$ cat src/rtl/multicycle_control_unit_if.sv
// Control/datapath bundle for the multicycle RV32 core: IR contents and flags come in,
// ALU selects and register/memory/PC strobes go out.
interface multicycle_control_unit_if #(
    parameter int STATE_W = 4
);
    logic [31:0]        instr;
    logic               zero;
    logic               mem_ready;
    logic [2:0]         ALUControl;
    logic [1:0]         ALUSrcA;
    logic [1:0]         ALUSrcB;
    logic [1:0]         ResultSrc;
    logic [1:0]         ImmSrc;
    logic               AdrSrc;
    logic               IRWrite;
    logic               PCWrite;
    logic               MemWrite;
    logic               RegWrite;
    logic               illegal;
    logic [STATE_W-1:0] state_o;

    modport master (
        input  instr, zero, mem_ready,
        output ALUControl, ALUSrcA, ALUSrcB, ResultSrc, ImmSrc, AdrSrc,
               IRWrite, PCWrite, MemWrite, RegWrite, illegal, state_o
    );

    modport slave (
        output instr, zero, mem_ready,
        input  ALUControl, ALUSrcA, ALUSrcB, ResultSrc, ImmSrc, AdrSrc,
               IRWrite, PCWrite, MemWrite, RegWrite, illegal, state_o
    );
endinterface

$ cat src/rtl/multicycle_control_unit.sv
// Moore sequencer for the multicycle RV32 core (lw/sw/R/I/beq/bne/jal). Control fields are
// registered per state; strobes are those flops gated by mem_ready, zero and reset.
module multicycle_control_unit #(
    parameter bit SUPPORT_BNE = 1'b1,
    parameter int STATE_W     = 4
) (
    input  logic                      clk,
    input  logic                      rst,
    multicycle_control_unit_if.master bus
);
    typedef enum logic [STATE_W-1:0] {
        FETCH    = STATE_W'(0),
        DECODE   = STATE_W'(1),
        MEMADR   = STATE_W'(2),
        MEMREAD  = STATE_W'(3),
        MEMWB    = STATE_W'(4),
        MEMWRITE = STATE_W'(5),
        EXECR    = STATE_W'(6),
        EXECI    = STATE_W'(7),
        ALUWB    = STATE_W'(8),
        BRANCH   = STATE_W'(9),
        JAL      = STATE_W'(10),
        ILLEGAL  = STATE_W'(11)
    } state_t;

    localparam logic [6:0] OP_LW  = 7'b0000011;
    localparam logic [6:0] OP_SW  = 7'b0100011;
    localparam logic [6:0] OP_R   = 7'b0110011;
    localparam logic [6:0] OP_I   = 7'b0010011;
    localparam logic [6:0] OP_BR  = 7'b1100011;
    localparam logic [6:0] OP_JAL = 7'b1101111;

    typedef struct packed {
        logic [2:0] alu;
        logic [1:0] src_a;
        logic [1:0] src_b;
        logic [1:0] res_src;
        logic       adr_src;
        logic       fetch_wr;  // IRWrite and PCWrite, both qualified by mem_ready
        logic       pcw;
        logic       br;
        logic       bne;
        logic       memw;
        logic       regw;
        logic       illegal;
    } ctl_t;

    function automatic logic [2:0] aludec(input logic [2:0] f3, input logic f7b5, input logic is_r);
        logic [2:0] a;
        case (f3)
            3'b000:         a = (is_r && f7b5) ? 3'b001 : 3'b000;
            3'b111:         a = 3'b010;
            3'b110:         a = 3'b011;
            3'b100:         a = 3'b100;
            3'b010, 3'b011: a = 3'b101;
            3'b001:         a = 3'b110;
            default:        a = 3'b111;
        endcase
        return a;
    endfunction

    function automatic ctl_t decode_ctl(input state_t s, input logic [2:0] alu_op, input logic bne);
        ctl_t c;
        c = '0;
        case (s)
            FETCH: begin
                c.src_b    = 2'b10;
                c.res_src  = 2'b10;
                c.fetch_wr = 1'b1;
            end
            DECODE: begin
                c.src_a = 2'b01;
                c.src_b = 2'b01;
            end
            MEMADR: begin
                c.src_a = 2'b10;
                c.src_b = 2'b01;
            end
            MEMREAD:  c.adr_src = 1'b1;
            MEMWB: begin
                c.res_src = 2'b01;
                c.regw    = 1'b1;
            end
            MEMWRITE: begin
                c.adr_src = 1'b1;
                c.memw    = 1'b1;
            end
            EXECR: begin
                c.src_a = 2'b10;
                c.alu   = alu_op;
            end
            EXECI: begin
                c.src_a = 2'b10;
                c.src_b = 2'b01;
                c.alu   = alu_op;
            end
            ALUWB:    c.regw = 1'b1;
            BRANCH: begin
                c.src_a = 2'b10;
                c.alu   = 3'b001;
                c.br    = 1'b1;
                c.bne   = bne;
            end
            JAL: begin
                c.src_a = 2'b01;
                c.src_b = 2'b10;
                c.pcw   = 1'b1;
            end
            ILLEGAL:  c.illegal = 1'b1;
            default:  c = '0;
        endcase
        return c;
    endfunction

    state_t state_q, state_d;
    ctl_t   ctl_q, ctl_d;

    logic [6:0] op;
    logic [2:0] f3;
    logic       f7b5;
    logic       unused_instr;

    assign op           = bus.instr[6:0];
    assign f3           = bus.instr[14:12];
    assign f7b5         = bus.instr[30];
    assign unused_instr = ^{bus.instr[31], bus.instr[29:15], bus.instr[11:7]};

    always_comb begin
        state_d = FETCH;
        case (state_q)
            FETCH:    state_d = bus.mem_ready ? DECODE : FETCH;
            DECODE: begin
                case (op)
                    OP_LW, OP_SW: state_d = (f3 == 3'b010) ? MEMADR : ILLEGAL;
                    OP_R:         state_d = (f3 == 3'b101 && f7b5) ? ILLEGAL : EXECR;
                    OP_I:         state_d = (f3 == 3'b101 && f7b5) ? ILLEGAL : EXECI;
                    OP_BR:        state_d = (f3 == 3'b000 || (f3 == 3'b001 && SUPPORT_BNE))
                                            ? BRANCH : ILLEGAL;
                    OP_JAL:       state_d = JAL;
                    default:      state_d = ILLEGAL;
                endcase
            end
            MEMADR:   state_d = (op == OP_LW) ? MEMREAD : MEMWRITE;
            MEMREAD:  state_d = bus.mem_ready ? MEMWB : MEMREAD;
            MEMWB:    state_d = FETCH;
            MEMWRITE: state_d = bus.mem_ready ? FETCH : MEMWRITE;
            EXECR:    state_d = ALUWB;
            EXECI:    state_d = ALUWB;
            ALUWB:    state_d = FETCH;
            BRANCH:   state_d = FETCH;
            JAL:      state_d = ALUWB;
            ILLEGAL:  state_d = ILLEGAL;
            default:  state_d = FETCH;
        endcase
        // Fields are decoded for the state being entered so they appear straight from flops.
        ctl_d = decode_ctl(state_d, aludec(f3, f7b5, op == OP_R), f3[0]);
    end

    always_ff @(posedge clk or posedge rst) begin
        if (rst) begin
            state_q <= FETCH;
            ctl_q   <= decode_ctl(FETCH, 3'b000, 1'b0);
        end else begin
            state_q <= state_d;
            ctl_q   <= ctl_d;
        end
    end

    always_comb begin
        bus.ImmSrc = 2'b00;
        case (op)
            OP_SW:   bus.ImmSrc = 2'b01;
            OP_BR:   bus.ImmSrc = 2'b10;
            OP_JAL:  bus.ImmSrc = 2'b11;
            default: bus.ImmSrc = 2'b00;
        endcase
    end

    assign bus.ALUControl = ctl_q.alu;
    assign bus.ALUSrcA    = ctl_q.src_a;
    assign bus.ALUSrcB    = ctl_q.src_b;
    assign bus.ResultSrc  = ctl_q.res_src;
    assign bus.AdrSrc     = ctl_q.adr_src;
    assign bus.illegal    = ctl_q.illegal;
    assign bus.state_o    = state_q;

    // Reset gating makes the strobes drop the moment rst rises, not at the next edge.
    assign bus.IRWrite  = ~rst & ctl_q.fetch_wr & bus.mem_ready;
    assign bus.PCWrite  = ~rst & ((ctl_q.fetch_wr & bus.mem_ready) | ctl_q.pcw |
                                  (ctl_q.br & (bus.zero ^ ctl_q.bne)));
    assign bus.MemWrite = ~rst & ctl_q.memw;
    assign bus.RegWrite = ~rst & ctl_q.regw;
endmodule

$ cat src/flat_wrapper.sv
// flat-port wrapper written by rule: the top's interface ports become plain ports
module multicycle_control_unit_flat 
#(
    parameter bit SUPPORT_BNE = 1'b1,
    parameter int STATE_W     = 4
)
  (clk, rst, bus_instr, bus_zero, bus_mem_ready, bus_ALUControl, bus_ALUSrcA, bus_ALUSrcB, bus_ResultSrc, bus_ImmSrc, bus_AdrSrc, bus_IRWrite, bus_PCWrite, bus_MemWrite, bus_RegWrite, bus_illegal, bus_state_o);
  multicycle_control_unit_if #(.STATE_W(STATE_W)) bus_i ();
  input  logic clk;
  input  logic rst;
  input wire logic [$bits(bus_i.instr)-1:0] bus_instr;
  input wire logic [$bits(bus_i.zero)-1:0] bus_zero;
  input wire logic [$bits(bus_i.mem_ready)-1:0] bus_mem_ready;
  output wire logic [$bits(bus_i.ALUControl)-1:0] bus_ALUControl;
  output wire logic [$bits(bus_i.ALUSrcA)-1:0] bus_ALUSrcA;
  output wire logic [$bits(bus_i.ALUSrcB)-1:0] bus_ALUSrcB;
  output wire logic [$bits(bus_i.ResultSrc)-1:0] bus_ResultSrc;
  output wire logic [$bits(bus_i.ImmSrc)-1:0] bus_ImmSrc;
  output wire logic [$bits(bus_i.AdrSrc)-1:0] bus_AdrSrc;
  output wire logic [$bits(bus_i.IRWrite)-1:0] bus_IRWrite;
  output wire logic [$bits(bus_i.PCWrite)-1:0] bus_PCWrite;
  output wire logic [$bits(bus_i.MemWrite)-1:0] bus_MemWrite;
  output wire logic [$bits(bus_i.RegWrite)-1:0] bus_RegWrite;
  output wire logic [$bits(bus_i.illegal)-1:0] bus_illegal;
  output wire logic [$bits(bus_i.state_o)-1:0] bus_state_o;
  assign bus_i.instr = bus_instr;
  assign bus_i.zero = bus_zero;
  assign bus_i.mem_ready = bus_mem_ready;
  assign bus_ALUControl = bus_i.ALUControl;
  assign bus_ALUSrcA = bus_i.ALUSrcA;
  assign bus_ALUSrcB = bus_i.ALUSrcB;
  assign bus_ResultSrc = bus_i.ResultSrc;
  assign bus_ImmSrc = bus_i.ImmSrc;
  assign bus_AdrSrc = bus_i.AdrSrc;
  assign bus_IRWrite = bus_i.IRWrite;
  assign bus_PCWrite = bus_i.PCWrite;
  assign bus_MemWrite = bus_i.MemWrite;
  assign bus_RegWrite = bus_i.RegWrite;
  assign bus_illegal = bus_i.illegal;
  assign bus_state_o = bus_i.state_o;
  multicycle_control_unit #(.SUPPORT_BNE(SUPPORT_BNE), .STATE_W(STATE_W)) u_core (.clk(clk), .rst(rst), .bus(bus_i));
endmodule
$ cat config.mk
export PLATFORM = sky130hd
export DESIGN_NAME = multicycle_control_unit_flat
export DESIGN_NICKNAME = d
export VERILOG_FILES = /design/src/rtl/multicycle_control_unit_if.sv /design/src/rtl/multicycle_control_unit.sv /design/src/flat_wrapper.sv
export SDC_FILE = /design/constraint.sdc
export NUM_CORES = 1
export LEC_CHECK = 0
export ABC_CLOCK_PERIOD_IN_PS = 2200
export CAP_MARGIN = 20
export CORE_ASPECT_RATIO = 0.5
export CORE_MARGIN = 2
export CORE_UTILIZATION = 40
export CTS_CLUSTER_SIZE = 30
export DETAILED_ROUTE_END_ITERATION = 12
export PLACE_DENSITY_LB_ADDON = 0.12
export SLEW_MARGIN = 20
export SYNTH_ARGS = -nofsm -noshare
export SYNTH_HDL_FRONTEND = slang
export SYNTH_SLANG_ARGS = --single-unit
$ cat constraint.sdc
create_clock -name clk -period 2.2 [get_ports clk]
set_input_delay 0.66 -clock clk [delete_from_list [all_inputs] [get_ports clk]]
set_output_delay 0.66 -clock clk [all_outputs]
set_load 0.01 [all_outputs]
==> results of run 1 <==
-- cells by family (layout without fill, tap and decap cells) --
logic type	count (synthesis)	after routing	synth area share [%]
simple gates	59	59	30.0
buf+inv	24	93	11.4
compound gates	21	21	14.8
flops	20	20	40.1
xor+xnor	3	3	2.10
mux	2	2	1.60
-- registers in the layout, indices dropped and copies added (netlist names) --
| signal | count |
|---|---|
| u_core.ctl_q | 6 |
| u_core.bus.state_o | 4 |
| u_core.bus.ALUSrcB | 2 |
| u_core.bus.AdrSrc | 1 |
| u_core.bus.ResultSrc | 1 |
| u_core.bus.illegal | 1 |
| u_core.bus.ALUSrcA | 2 |
| u_core.bus.ALUControl | 3 |
-- where the power goes --
group          leakage (nW)  switching (mW)  internal [mW]
combinational         0.685           0.677          0.804
clock                0.0357           0.129          0.243
sequential            0.260           0.117          0.503
total                 0.981           0.922           1.55
-- worst max-delay path, cell delays in order --
cell	delay, ns
clkbuf_2	0.09
buf_6	0.11
or3_4	0.39
nor4_4	0.27
buf_4	0.17
buf_6	0.10
a221oi_4	0.07
buf_4	0.18
a211o_1	0.28
nand2_1	0.07
-- per-layer routing --
layer	vias up	part of all wire [%]	wire, um
met1	565	46	1530
met5	-	0	0
li1	588	-	-
met3	2	5.1	169
met2	40	49	1620
met4	0	0.27	9
-- per-stage QoR --
step	instance area [um^2]	cells	total power [mW]	TNS (ns)	util, %
after floorplan	1250	129	1.35	0	-
after global placement	1770	219	1.80	-9.36	59.1
after detailed placement	1770	219	1.82	-9.32	59.1
after CTS	1960	230	2.31	-0.0432	65.4
after global routing	2090	238	2.64	-0.282	69.8
final	2090	238	2.47	0	69.8
-- area by class of cell --
class                   instances  area (um^2)
clock buffers                   3         41.3
clock inverters                 1         30.0
fillers                       232          906
inverters                       9         33.8
multi-input cells              85          744
flip-flops and latches         20          504
well taps                      40         50.0
repair buffers                 80          686
-- placed cells by master, fill, tap and decap left out, types with 3 or more instances in the layout --
cell / n
a21oi_1: 4
buf_2: 3
buf_4: 35
buf_6: 10
clkbuf_2: 4
clkbuf_8: 3
clkdlybuf4s50_1: 16
dfrtp_1: 17
dlygate4sd2_1: 8
inv_1: 8
nand2_1: 10
nand3_2: 3
nor2_1: 8
nor2b_1: 4
nor3_1: 3
-- what timing repair did --
| action | in CTS | in global routing |
|---|---|---|
| resized for setup | 44 | 29 |
| pin swaps | 10 | 18 |
| buffers inserted | 7 | 8 |
| hold buffers | 0 | 0 |
| endpoints found under the setup margin | 21 | 15 |
-- path summary, 6_finish.rpt --
path,from,to,slack [ns],cells past startpoint
worst max-delay path,bus_instr[4],u_core.bus.ALUSrcA[1]$_DFF_PP0_,0.007,10
worst min-delay path,rst,u_core.bus.ALUSrcA[1]$_DFF_PP0_,0.62,3
worst max register to register,u_core.bus.state_o[3]$_DFF_PP0_,u_core.bus.ALUSrcA[1]$_DFF_PP0_,0.12,6
worst min register to register,u_core.bus.state_o[0]$_DFF_PP0_,u_core.bus.ALUSrcA[0]$_DFF_PP0_,0.66,1
max in group asynchronous,rst,u_core.bus.ALUSrcB[1]$_DFF_PP1_,1.31,3
min in group clk,u_core.bus.state_o[0]$_DFF_PP0_,u_core.bus.ALUSrcA[0]$_DFF_PP0_,0.66,1
==> flow_summary.toml, run 1 <==
[status]
status = "completed"

[synthesis]
synth-edff-count = 0
ys.warnings.count = 0
synth-main-ff-cell = "dfrtp_1"
syn_area_per_cell_um2 = 9.72
syn_area_mm2 = 0.00125
syn-num-nets = 165
synth.top_cell.area_share_pct = 35.9
synthArstFlopShare_pct = 100
ys_top_cells_by_count = "18 x dfrtp_1, 11 x nand2_1, 9 x buf_4, 9 x inv_1, 9 x nor2_1"
yosys-top-cells-area = "dfrtp_1 36%, buf_4 5.4%, dfstp_2 4.2%"
yosysSeqAreaShare_pct = 40.1
synth_seq_cells = 20
netlist_instances = 129
synth.distinct_cells = 49
synth_top_area_cell = "dfrtp_1"
yosysMostFrequentCell = "dfrtp_1"

[route]
num_vias = 1195
wire_per_inst_um = 14.0
viasPerCell = 5.02
drt_iter0_markers = 53
first_pass_iters = 4
routed_wl_um = 3330
drc = 0
ant_nets = 0

[timing]
finalHoldViolations = 0
tightest_slew_ns = 0.554
skew_ns = 0.00605
report.final.slew_viol_count = 0
setup_viol = 0
post-route-min-period_ns = 2.19
period_share_pct = 99.7
max_slew_margin_pct = 62.9
holdWs_ns = 0.618
timing.final.ws_setup_ns = 0.00673
fmax_mhz = 456
rsz0062_at_grt = "true"

[clock_network]
root_buffer = "clkbuf_8"
cts_buffers = 3
h-tree-depth = 1
clock_sinks = 20
clock_path_buffers = 2
clkTransAtPathRegs_ns = 0.08
cts_tree = "built"
clock_latency_ns = 0.27

[global_route]
antenna_found_initial = 0
grtUsageMet3_pct = 4.57
track_usage_pct = 18.0
use_met2_pct = 30.2
grt_pass1_wl_um = 5030
busiest_layer = "met2"
grt_pass1_vias = 1081
met1_usage_pct = 23.9
gr-total-overflow = 0
grt_start_max_net_pins = 21

[place]
hpwl_um = 2230
gp_congestion = 0.880
place_ws_ns = -0.653
numPortBuffers = 35

[final_layout]
drive_gt1_share_pct = 43.4
nets = 235
area_growth_pct = 66.7
diodes = 0

[setup_path]
crit_path_max_fanout = 3
crit_type = "input pin to register"
cp-start-kind = "input pin"
cp_data_required_time_ns = 2.41
crit_path_end_kind = "register"
cp_data_arrival_time_ns = 2.40

[power]
vdd_drop_max_mv = 0.605
powerDensity_mw_per_mm2 = 1180
p_leak_nw = 0.981

[floorplan]
rows = 14
die_y_um = 43.6
die_w_um = 83.2
fp.coreArea_mm2 = 0.00300
die-area_mm2 = 0.00363
io_pins = 57
start_util_pct = 41.9

[hold_path]
hp-class = "input pin to async pin"

[run]
cap_violations = 0
Note: power is estimated with default switching activity, not from simulation.
==> run 2, diff against run 1 <==
--- a/config.mk
+++ b/config.mk
@@ -12,6 +12,7 @@
 export CORE_UTILIZATION = 40
 export CTS_CLUSTER_SIZE = 30
 export DETAILED_ROUTE_END_ITERATION = 12
+export HOLD_SLACK_MARGIN = 0.1
 export PLACE_DENSITY_LB_ADDON = 0.12
 export SLEW_MARGIN = 20
 export SYNTH_ARGS = -nofsm -noshare
==> results of run 2 <==
Same layout as run 1: the final DEF is identical, and so are final timing and power.
==> run 3, diff against run 2 <==
--- a/config.mk
+++ b/config.mk
@@ -6,14 +6,14 @@
 export NUM_CORES = 1
 export LEC_CHECK = 0
 export ABC_CLOCK_PERIOD_IN_PS = 2200
-export CAP_MARGIN = 20
 export CORE_ASPECT_RATIO = 0.5
 export CORE_MARGIN = 2
 export CORE_UTILIZATION = 40
 export CTS_CLUSTER_SIZE = 30
 export DETAILED_ROUTE_END_ITERATION = 12
+export GPL_ROUTABILITY_DRIVEN = 1
 export HOLD_SLACK_MARGIN = 0.1
-export PLACE_DENSITY_LB_ADDON = 0.12
+export PLACE_DENSITY = 0.78
 export SLEW_MARGIN = 20
 export SYNTH_ARGS = -nofsm -noshare
 export SYNTH_HDL_FRONTEND = slang
==> flow_summary.toml, run 3 (synthesis gave the netlist of run 1 again) <==
[global_route]
gr-total-overflow = 0
antenna_found_initial = 0
track_usage_pct = 20.2
grt_start_max_net_pins = 21
grt_pass1_vias = 1224
grt_pass1_wl_um = 5790

[final_layout]
final_core_util_pct = 69.5
largest_reg_flops = 6
multi_input_area_um2 = 734
drive_gt1_share_pct = 42.9
nFillCells = 202
nets = 240
final_cells = 243
seq_area_um2 = 504
final_common_cell = "buf_4"
diodes = 0
final_cell_mix = "42 x buf_4, 17 x dfrtp_1, 16 x clkdlybuf4s50_1"
area_growth_pct = 66.2
top_register = "u_core.ctl_q"
final_cell_area_mm2 = 0.00208

[setup_path]
crit_type = "input pin to register"
cpPeakStageDelay_ns = 0.20
crit_slowest_cell = "clkdlybuf4s15_1"
crit_path_max_fanout = 5
cp_data_required_time_ns = 2.36
r2r_end = "u_core.bus.ALUSrcB[0]$_DFF_PP0_"
cp_data_arrival_time_ns = 2.40
crit-reg2reg-launch = "u_core.bus.state_o[1]$_DFF_PP0_"
cp-start-kind = "input pin"
crit_path_end_kind = "register"
path_cells = "clkdlybuf4s15_1, buf_6, xnor2_2, nand3_1, buf_4, buf_4, buf_4, buf_4, nand3_2, nand3_4, nand3_4, inv_1, and2_1"
rrSetupSlack_ns = 0.11
critPathMostFrequentCell = "buf_4"
reg2reg_depth = 7

[route]
drt_iter0_markers = 134
num_vias = 1297
first_pass_iters = 4
wire_per_inst_um = 16.2
route.met2.wl_um = 2000
drc = 0
dr.max_layer_used = "met4"
viasPerCell = 5.34
routed_wl_um = 3930
met3_length_um = 211
drt-met1-wl_um = 1630
ant_nets = 0

[clock_network]
clkTransAtPathRegs_ns = 0.08
clock_sinks = 20
h-tree-depth = 1
root_buffer = "clkbuf_8"
hold_buffers = 0
clock_path_buffers = 2
clock_latency_ns = 0.26
cts_buffers = 3
cts_tree = "built"

[hold_path]
min-delay-start = "u_core.bus.state_o[0]$_DFF_PP0_"
min_path_cells = 1
hp-class = "register to register"
hold-path-endpoint = "u_core.bus.ALUSrcA[0]$_DFF_PP0_"

[place]
gp_congestion = 0.856
place_ws_ns = -0.665
placed_cells = 222
numPortBuffers = 35
place_area_mm2 = 0.00179
hpwl_um = 2340

[timing]
skew_ns = 0.00641
fmax_mhz = 445
tightest_slew_ns = 0.531
tns_ns = -0.170
max_slew_margin_pct = 64.1
setup_viol = 8
post-route-min-period_ns = 2.25
report.final.slew_viol_count = 0
finalHoldViolations = 0
holdWs_ns = 0.634
timing.final.ws_setup_ns = -0.0472
period_share_pct = 102

[power]
powerDensity_mw_per_mm2 = 1180
power_switching_mw = 0.962
power.total_mw = 2.46
clkPwrFrac_pct = 11.6
p_comb_share_pct = 63.7
seq_power_share_pct = 24.7
p_leak_nw = 0.973
switching_share_pct = 39.2
vdd_drop_max_mv = 0.569
p_int_mw = 1.49

[floorplan]
io_pins = 57
die_y_um = 43.6
fp.coreArea_mm2 = 0.00300
start_util_pct = 41.9
die_w_um = 83.2
rows = 14
die-area_mm2 = 0.00363

[run]
cap_violations = 0

[status]
status = "finished, violations left"
violations = "negative setup slack"
## run 3: cell count changes in the layout (fill, tap and decap cells not counted), moves of 2 or more
cell	change
dlymetal6s2s_1	-2
clkdlybuf4s15_1	+3
buf_6	-3
nand3_2	-2
nor3_2	-2
buf_4	+7
## run 3: area by class of cell
type	instances	area share [%]
multi-input cells	85	35.3
repair buffers	85	33.9
flip-flops and latches	20	24.2
clock buffers	4	2.64
well taps	40	2.40
inverters	9	1.62
## run 3: what timing repair did
action / in CTS / in global routing
endpoints found under the setup margin: 22 / 14
resized for setup: 47 / 23
buffers inserted: 8 / 8
pin swaps: 13 / 17
cloned: 1 / 0
## run 3: critical path, delay by kind of cell
kind	cells	cell delay (ns)
buffers and inverters	7	0.94
AND/OR/NAND/NOR	5	0.61
XOR/XNOR	1	0.18
## run 3: worst max path at each step
stage	startpoint	end	slack (ns)	depth (start not counted)
final	bus_instr[2]	u_core.ctl_q[3]$_DFF_PP0_	-0.05	13
after global routing	bus_instr[2]	u_core.ctl_q[3]$_DFF_PP0_	-0.1	13
after CTS	bus_instr[6]	bus_ImmSrc[0]	-0.0005	4
after detailed placement	bus_instr[2]	bus_ImmSrc[0]	-0.67	4
after global placement	bus_instr[2]	bus_ImmSrc[0]	-0.65	4
after floorplan	bus_instr[2]	bus_ImmSrc[0]	0.08	3
## run 3: power by group through the flow
stage               registers [mW]  logic [mW]  clock network, mW
floorplan                    0.587       0.762                  0
global placement             0.599        1.22                  0
detailed placement           0.600        1.25                  0
CTS                          0.598        1.42              0.279
global route                 0.626        1.67              0.307
finish                       0.606        1.57              0.285
## run 3: metal layers
metal,vias up,global-route usage [%]
li1,602,-
met1,633,25.1
met2,54,37.3
met3,8,3.62
met4,0,5.57
met5,-,0
